## config.mk

```make
export PLATFORM = sky130hd
export DESIGN_NAME = data_memory_stage_flat
export DESIGN_NICKNAME = d
export VERILOG_FILES = /design/src/rtl/data_memory_pkg.sv /design/src/rtl/data_memory_if.sv /design/src/rtl/data_memory_array.sv /design/src/rtl/data_memory_stage.sv /design/src/flat_wrapper.sv
export SDC_FILE = /design/constraint.sdc
export NUM_CORES = 2
export LEC_CHECK = 0
export ABC_AREA = 0
export BUFFER_PORTS_ARGS = -buffer_cell sky130_fd_sc_hd__clkbuf_2
export CAP_MARGIN = 20
export CORE_UTILIZATION = 43
export DETAILED_ROUTE_END_ITERATION = 16
export PLACE_DENSITY_LB_ADDON = 0.2
export SYNTH_ARGS = -nofsm -noshare
export SYNTH_HDL_FRONTEND = slang
export SYNTH_HIERARCHICAL = 1
export SYNTH_SLANG_ARGS = --single-unit
```

## constraint.sdc

```tcl
create_clock -name clk -period 2.4 [get_ports clk]
set_input_delay 0.24 -clock clk [delete_from_list [all_inputs] [get_ports clk]]
set_output_delay 0.24 -clock clk [all_outputs]
set_load 0.01 [all_outputs]
```

## src/rtl/data_memory_pkg.sv

```systemverilog
// data_memory_pkg: shared types and constants for the MEM-stage data memory.
package data_memory_pkg;
    typedef enum logic [1:0] {S_IDLE, S_WAIT, S_DONE} state_e;
    localparam logic [1:0]  SIZE_BYTE     = 2'b00;
    localparam logic [1:0]  SIZE_HALF     = 2'b01;
    localparam logic [1:0]  SIZE_WORD     = 2'b10;
    localparam logic [31:0] DEF_BASE_ADDR = 32'd1024;
endpackage

```

## src/rtl/data_memory_if.sv

```systemverilog
// data_memory_if: pipeline-side request/response bundle of the MEM-stage data memory.
interface data_memory_if;
    logic        mem_read;
    logic        mem_write;
    logic [1:0]  size;
    logic        sign_ext;
    logic [31:0] address;
    logic [31:0] write_data;
    logic        stall;
    logic        ready;
    logic [31:0] read_data;
    logic        fault;
    modport master (
        output mem_read, mem_write, size, sign_ext, address, write_data,
        input  stall, ready, read_data, fault
    );
    modport slave (
        input  mem_read, mem_write, size, sign_ext, address, write_data,
        output stall, ready, read_data, fault
    );
endinterface

```

## src/rtl/data_memory_array.sv

```systemverilog
// data_memory_array: DEPTH x 32 flop array, byte-enable write, combinational read, async clear.
module data_memory_array #(
    parameter int DEPTH = 64
) (
    input  logic                     clk,
    input  logic                     rst,
    input  logic                     we,
    input  logic [3:0]               be,
    input  logic [$clog2(DEPTH)-1:0] idx,
    input  logic [31:0]              wdata,
    output logic [31:0]              rdata
);
    logic [31:0] mem_q [DEPTH];
    assign rdata = mem_q[idx];
    always_ff @(posedge clk or negedge rst) begin
        if (!rst) begin
            for (int i = 0; i < DEPTH; i++) mem_q[i] <= '0;
        end else if (we) begin
            for (int b = 0; b < 4; b++) if (be[b]) mem_q[idx][8*b +: 8] <= wdata[8*b +: 8];
        end
    end
endmodule

```

## src/rtl/data_memory_stage.sv

```systemverilog
// data_memory_stage: MEM-stage data memory with byte/half/word access, misalignment fault
// and a fixed wait-state latency reported through stall/ready.
module data_memory_stage
    import data_memory_pkg::*;
#(
    parameter int          DEPTH       = 64,
    parameter int          WAIT_STATES = 2,
    parameter logic [31:0] BASE_ADDR   = DEF_BASE_ADDR
) (
    input  logic         clk,
    input  logic         rst,
    data_memory_if.slave bus
);
    localparam int AW = $clog2(DEPTH);
    localparam int CW = $clog2(WAIT_STATES + 1);
    state_e        state_q, state_d;
    logic [CW-1:0] cnt_q, cnt_d;
    logic [31:0]   read_data_q, offset, rword, wlanes, shifted, ld;
    logic [AW-1:0] idx;
    logic [3:0]    be;
    logic [15:0]   ld_h;
    logic          fault_q, req, last, mis, we;
    assign req    = bus.mem_read | bus.mem_write;
    assign offset = bus.address - BASE_ADDR;
    assign idx    = AW'(offset >> 2);
    assign mis    = (bus.size == SIZE_HALF && bus.address[0]) || (bus.size[1] && bus.address[1:0] != 2'b00);
    // the edge ending the final stall cycle commits the store and captures the load
    assign last   = (state_q == S_IDLE && req && WAIT_STATES == 1) || (state_q == S_WAIT && cnt_q == CW'(1));
    assign we     = last & bus.mem_write & ~mis;
    assign be     = bus.size == SIZE_BYTE ? 4'b0001 << bus.address[1:0] :
                    bus.size == SIZE_HALF ? (bus.address[1] ? 4'b1100 : 4'b0011) : 4'b1111;
    assign wlanes = bus.size == SIZE_BYTE ? {4{bus.write_data[7:0]}} :
                    bus.size == SIZE_HALF ? {2{bus.write_data[15:0]}} : bus.write_data;
    assign shifted = rword >> {bus.address[1:0], 3'b000};
    assign ld_h    = bus.address[1] ? rword[31:16] : rword[15:0];
    assign ld      = bus.size == SIZE_BYTE ? {{24{bus.sign_ext & shifted[7]}}, shifted[7:0]} :
                     bus.size == SIZE_HALF ? {{16{bus.sign_ext & ld_h[15]}}, ld_h} : rword;
    data_memory_array #(.DEPTH(DEPTH)) u_array (
        .clk   (clk),
        .rst   (rst),
        .we    (we),
        .be    (be),
        .idx   (idx),
        .wdata (wlanes),
        .rdata (rword)
    );
    always_comb begin
        state_d = state_q;
        cnt_d   = cnt_q;
        if (state_q == S_IDLE && req) begin
            cnt_d   = CW'(WAIT_STATES - 1);
            state_d = WAIT_STATES > 1 ? S_WAIT : S_DONE;
        end else if (state_q == S_WAIT) begin
            cnt_d   = cnt_q - 1'b1;
            state_d = cnt_q == CW'(1) ? S_DONE : S_WAIT;
        end else if (state_q == S_DONE) begin
            state_d = S_IDLE;
        end
    end
    always_ff @(posedge clk or negedge rst) begin
        if (!rst) begin
            state_q     <= S_IDLE;
            cnt_q       <= '0;
            read_data_q <= '0;
            fault_q     <= 1'b0;
        end else begin
            state_q <= state_d;
            cnt_q   <= cnt_d;
            if (last) fault_q <= mis;
            if (last && !bus.mem_write) read_data_q <= mis ? '0 : ld;
        end
    end
    // gated by reset so a request held on the inputs cannot stall a pipeline under reset
    assign bus.stall     = rst & ((state_q == S_IDLE && req) || state_q == S_WAIT);
    assign bus.ready     = state_q == S_DONE;
    assign bus.read_data = read_data_q;
    assign bus.fault     = fault_q;
endmodule

```

## src/flat_wrapper.sv

```systemverilog
// flat-port wrapper written by rule: the top's interface ports become plain ports
module data_memory_stage_flat import data_memory_pkg::*;
#(
    parameter int          DEPTH       = 64,
    parameter int          WAIT_STATES = 2,
    parameter logic [31:0] BASE_ADDR   = DEF_BASE_ADDR
)
  (clk, rst, bus_mem_read, bus_mem_write, bus_size, bus_sign_ext, bus_address, bus_write_data, bus_stall, bus_ready, bus_read_data, bus_fault);
  data_memory_if bus_i ();
  input  logic clk;
  input  logic rst;
  input wire logic [$bits(bus_i.mem_read)-1:0] bus_mem_read;
  input wire logic [$bits(bus_i.mem_write)-1:0] bus_mem_write;
  input wire logic [$bits(bus_i.size)-1:0] bus_size;
  input wire logic [$bits(bus_i.sign_ext)-1:0] bus_sign_ext;
  input wire logic [$bits(bus_i.address)-1:0] bus_address;
  input wire logic [$bits(bus_i.write_data)-1:0] bus_write_data;
  output wire logic [$bits(bus_i.stall)-1:0] bus_stall;
  output wire logic [$bits(bus_i.ready)-1:0] bus_ready;
  output wire logic [$bits(bus_i.read_data)-1:0] bus_read_data;
  output wire logic [$bits(bus_i.fault)-1:0] bus_fault;
  assign bus_i.mem_read = bus_mem_read;
  assign bus_i.mem_write = bus_mem_write;
  assign bus_i.size = bus_size;
  assign bus_i.sign_ext = bus_sign_ext;
  assign bus_i.address = bus_address;
  assign bus_i.write_data = bus_write_data;
  assign bus_stall = bus_i.stall;
  assign bus_ready = bus_i.ready;
  assign bus_read_data = bus_i.read_data;
  assign bus_fault = bus_i.fault;
  data_memory_stage #(.DEPTH(DEPTH), .WAIT_STATES(WAIT_STATES), .BASE_ADDR(BASE_ADDR)) u_core (.clk(clk), .rst(rst), .bus(bus_i));
endmodule
```

==> reports/metrics.yaml <==
outcome:
  status: "finished with violations"
  violations: "setup timing"
drt:
  first_iter_violations: 7087
  avgViaCountPerCell: 6.15
  wl_um: 346000
  vias: 69500
  ant_nets: 0
  wl_per_cell_um: 30.7
  drc_errors: 0
  drt_pass1_iterations: 8
sta:
  setup_slack_ns: -0.735
  fin_crit_ns: 3.14
  worst_slew_pin_slew_ns: 0.978
  whs_ns: 0.0958
  finalCritPeriodShare_pct: 131
  setup_viol_count_final: 32
  fmax_ghz: 0.319
  slew_headroom_pct: 34.5
  setup_tns_ns: -18.79
  hold_violations: 0
  rsz0062_at_grt: "yes"
  finClkSkew_ns: 0.0330
  slew_violations: 0
clock_tree:
  htree_levels: 4
  clk_pin_slew_ns: 0.06
  cts_buffers: 219
  clk_latency_ns: 0.89
  clockRootBuffer: "clkbuf_16"
  cts_tree: "done"
  max-clock-path-buffers: 3
  clock-sinks: 2085
global_route:
  antenna_found_initial: 17
  grt_max_degree: 111
  grtUsageTotal_pct: 31.0
  grt_pass1_wl_um: 510000
  grt_pass1_vias: 71800
  overflow: 0
floorplanning:
  dieHeight_um: 472
  die_x_um: 472
  start_util_pct: 43.2
  pin_count: 106
  dieArea_um2: 223000
  rows: 172
  core_area_um2: 220000
synth:
  synth_warnings: 6
  syn_inst: 7139
  synth.distinct_cells: 71
  yosysTopAreaCellShare_pct: 54.9
  avgSynthCellArea_um2: 13.3
  yosys.area.top_type: "dfrtp_1"
  synth_edf_count: 0
  ys_ff_latch: 2085
  netlist_area_um2: 95000
  synth_area_leaders: "dfrtp_1 (55%), mux2_2 (25%), a221oi_1 (4.6%), a22oi_1 (2.4%), nor2_2 (1.7%)"
  synth_fp_nets: 7214
  seq_area_frac_synth_pct: 54.9
  synthArstFlopShare_pct: 100
  ys.flop_type: "dfrtp_1"
worst_setup_path:
  crit_path_start_kind: "register"
  slowest_stage: "nand4_1"
  endpoint_kind: "register"
  max_stage_delay_ns: 0.41
  path_cells: "mux2_2 > a221o_1 > o21ai_1 > o21ai_1 > a21oi_2 > nand4_1 > buf_4 > mux2_4 > a21oi_4 > a311oi_4 > a22o_1"
  worst_ep_arrival_time_ns: 3.91
  crit_type: "reg -> reg"
  worstPathMaxFanout: 8
  crit_top_cell: "o21ai_1"
  reg2reg_slack_ns: -0.74
  cp.required_ns: 3.18
power:
  leakagePower_nw: 56.9
  finalPower_mw: 77.2
  ir_drop_uv: 778
  p_per_area_nw_per_um2: 642
run:
  cap_violations: 0
placed_design:
  dp_hpwl_um: 242000
  gp_congestion: 0.928
  port_buffers: 81
  dp_cells: 10900
layout:
  instances_no_fill: 11300
  final.fill_count: 18000
  layout_commonest_cell: "mux2_2"
  area_growth_pct: 26.6
  multiInputGateArea_um2: 41700
  fin_nets: 8224
  layout-drive-gt1-share_pct: 52.8
  layout_common_cells: "mux2_2 (2,138), dfrtp_1 (2,080), buf_4 (930), a221oi_1 (459), buf_12 (366)"
  seq_area_um2: 52200
worst_hold_path:
  hold_class: "in -> reg"
==> report_power, final <==
| group | total [mW] | leakage (nW) | internal (mW) | switching, mW |
|---|---|---|---|---|
| sequential | 35.2 | 29.1 | 35.2 | 0.00285 |
| clock | 35.6 | 3.75 | 20.9 | 14.7 |
| combinational | 6.46 | 24.1 | 1.94 | 4.52 |
| total | 77.2 | 56.9 | 58.0 | 19.2 |
==> critical path: cells and delay by family (launching register included) <==
kind | cells | cell delay [ns]
AND/OR/NAND/NOR | 1 | 0.41
multiplexers | 2 | 0.58
flip-flops | 1 | 0.38
AO/OA/AOI/OAI | 7 | 1.33
buffers and inverters | 1 | 0.32
==> synthesized netlist by cell type (100+ instances only) <==
cell and instances:
a221oi_1 495, a22oi_1 309, buf_1 126, buf_2 104
clkbuf_1 378, dfrtp_1 2085, mux2_2 2147, mux2i_1 100
nand2_1 112, nor2_1 206, nor2_2 252, o21ai_0 180
o22ai_1 122
==> final cells by class <==
class / count / area share, %
multi-input combinational: 4427 / 34.7
clock buffer: 324 / 5.43
inverter: 11 / 0.0468
antenna: 4 / 0.00832
timing repair buffer: 1405 / 12.5
sequential: 2085 / 43.4
tap: 2958 / 3.08
clock inverter: 81 / 0.893
==> worst paths after layout <==
kind | endpoint | startpoint | cells past startpoint
hold reg to reg | u_core/u_array/mem_q[1459] | u_core/u_array/mem_q[1459] | 1
setup / recovery | u_core/bus.read_data[17] | u_core/u_array/mem_q[623] | 11
hold / removal | u_core/bus.read_data[9] | bus_sign_ext | 6
min in group asynchronous | u_core/u_array/mem_q[1660] | rst | 3
max in group asynchronous | u_core/u_array/mem_q[1747] | rst | 3
setup reg to reg | u_core/bus.read_data[17] | u_core/u_array/mem_q[623] | 11
==> stage by stage <==
step	utilization (%)	worst slack [ns]	area (um^2)
after detailed placement	50.7	-1.53	111000
after CTS	54.6	-0.651	120000
after floorplan	-	-0.346	95400
after global routing	54.7	-0.747	120000
after global placement	50.7	-1.55	111000
final	54.7	-0.735	120000
==> cells by family (layout without fill, tap and decap cells) <==
| logic type | Yosys count | after routing | synth area share [%] |
|---|---|---|---|
| multiplexers | 2275 | 2275 | 27.2 |
| flip-flops | 2085 | 2085 | 54.9 |
| AO/OA/AOI/OAI | 1383 | 1384 | 11.0 |
| AND/OR/NAND/NOR | 763 | 763 | 4.18 |
| buffers and inverters | 628 | 1821 | 2.67 |
| adder cells (fa/ha/maj) | 4 | 4 | 0.0527 |
| XOR/XNOR | 1 | 1 | 0.00922 |
| other | 0 | 4 | 0 |
==> routing by layer <==
| metal | share of wire [%] | track usage (%) |
|---|---|---|
| met2 | 45 | 47.8 |
| met3 | 7.4 | 6.01 |
| met5 | 0.026 | 0 |
| met4 | 5.5 | 15.2 |
| met1 | 42 | 41.9 |
==> timing repair <==
action                                  CTS  global route
setup endpoints to repair              1893           772
resized for setup                       154            76
hold buffers                             13             0
cloned                                    1             0
endpoints found under the hold margin  1359             0
buffers inserted                          6             2
pin swaps                                48            38
==> registers in the layout (all words and copies together), names as in the netlist <==
name / cells
u_core/bus.fault: 1
u_core/bus.read_data: 32
u_core/cnt_q: 2
u_core/state_q: 2
u_core/u_array/mem_q: 2048
Power figures use the tool's default switching activity.
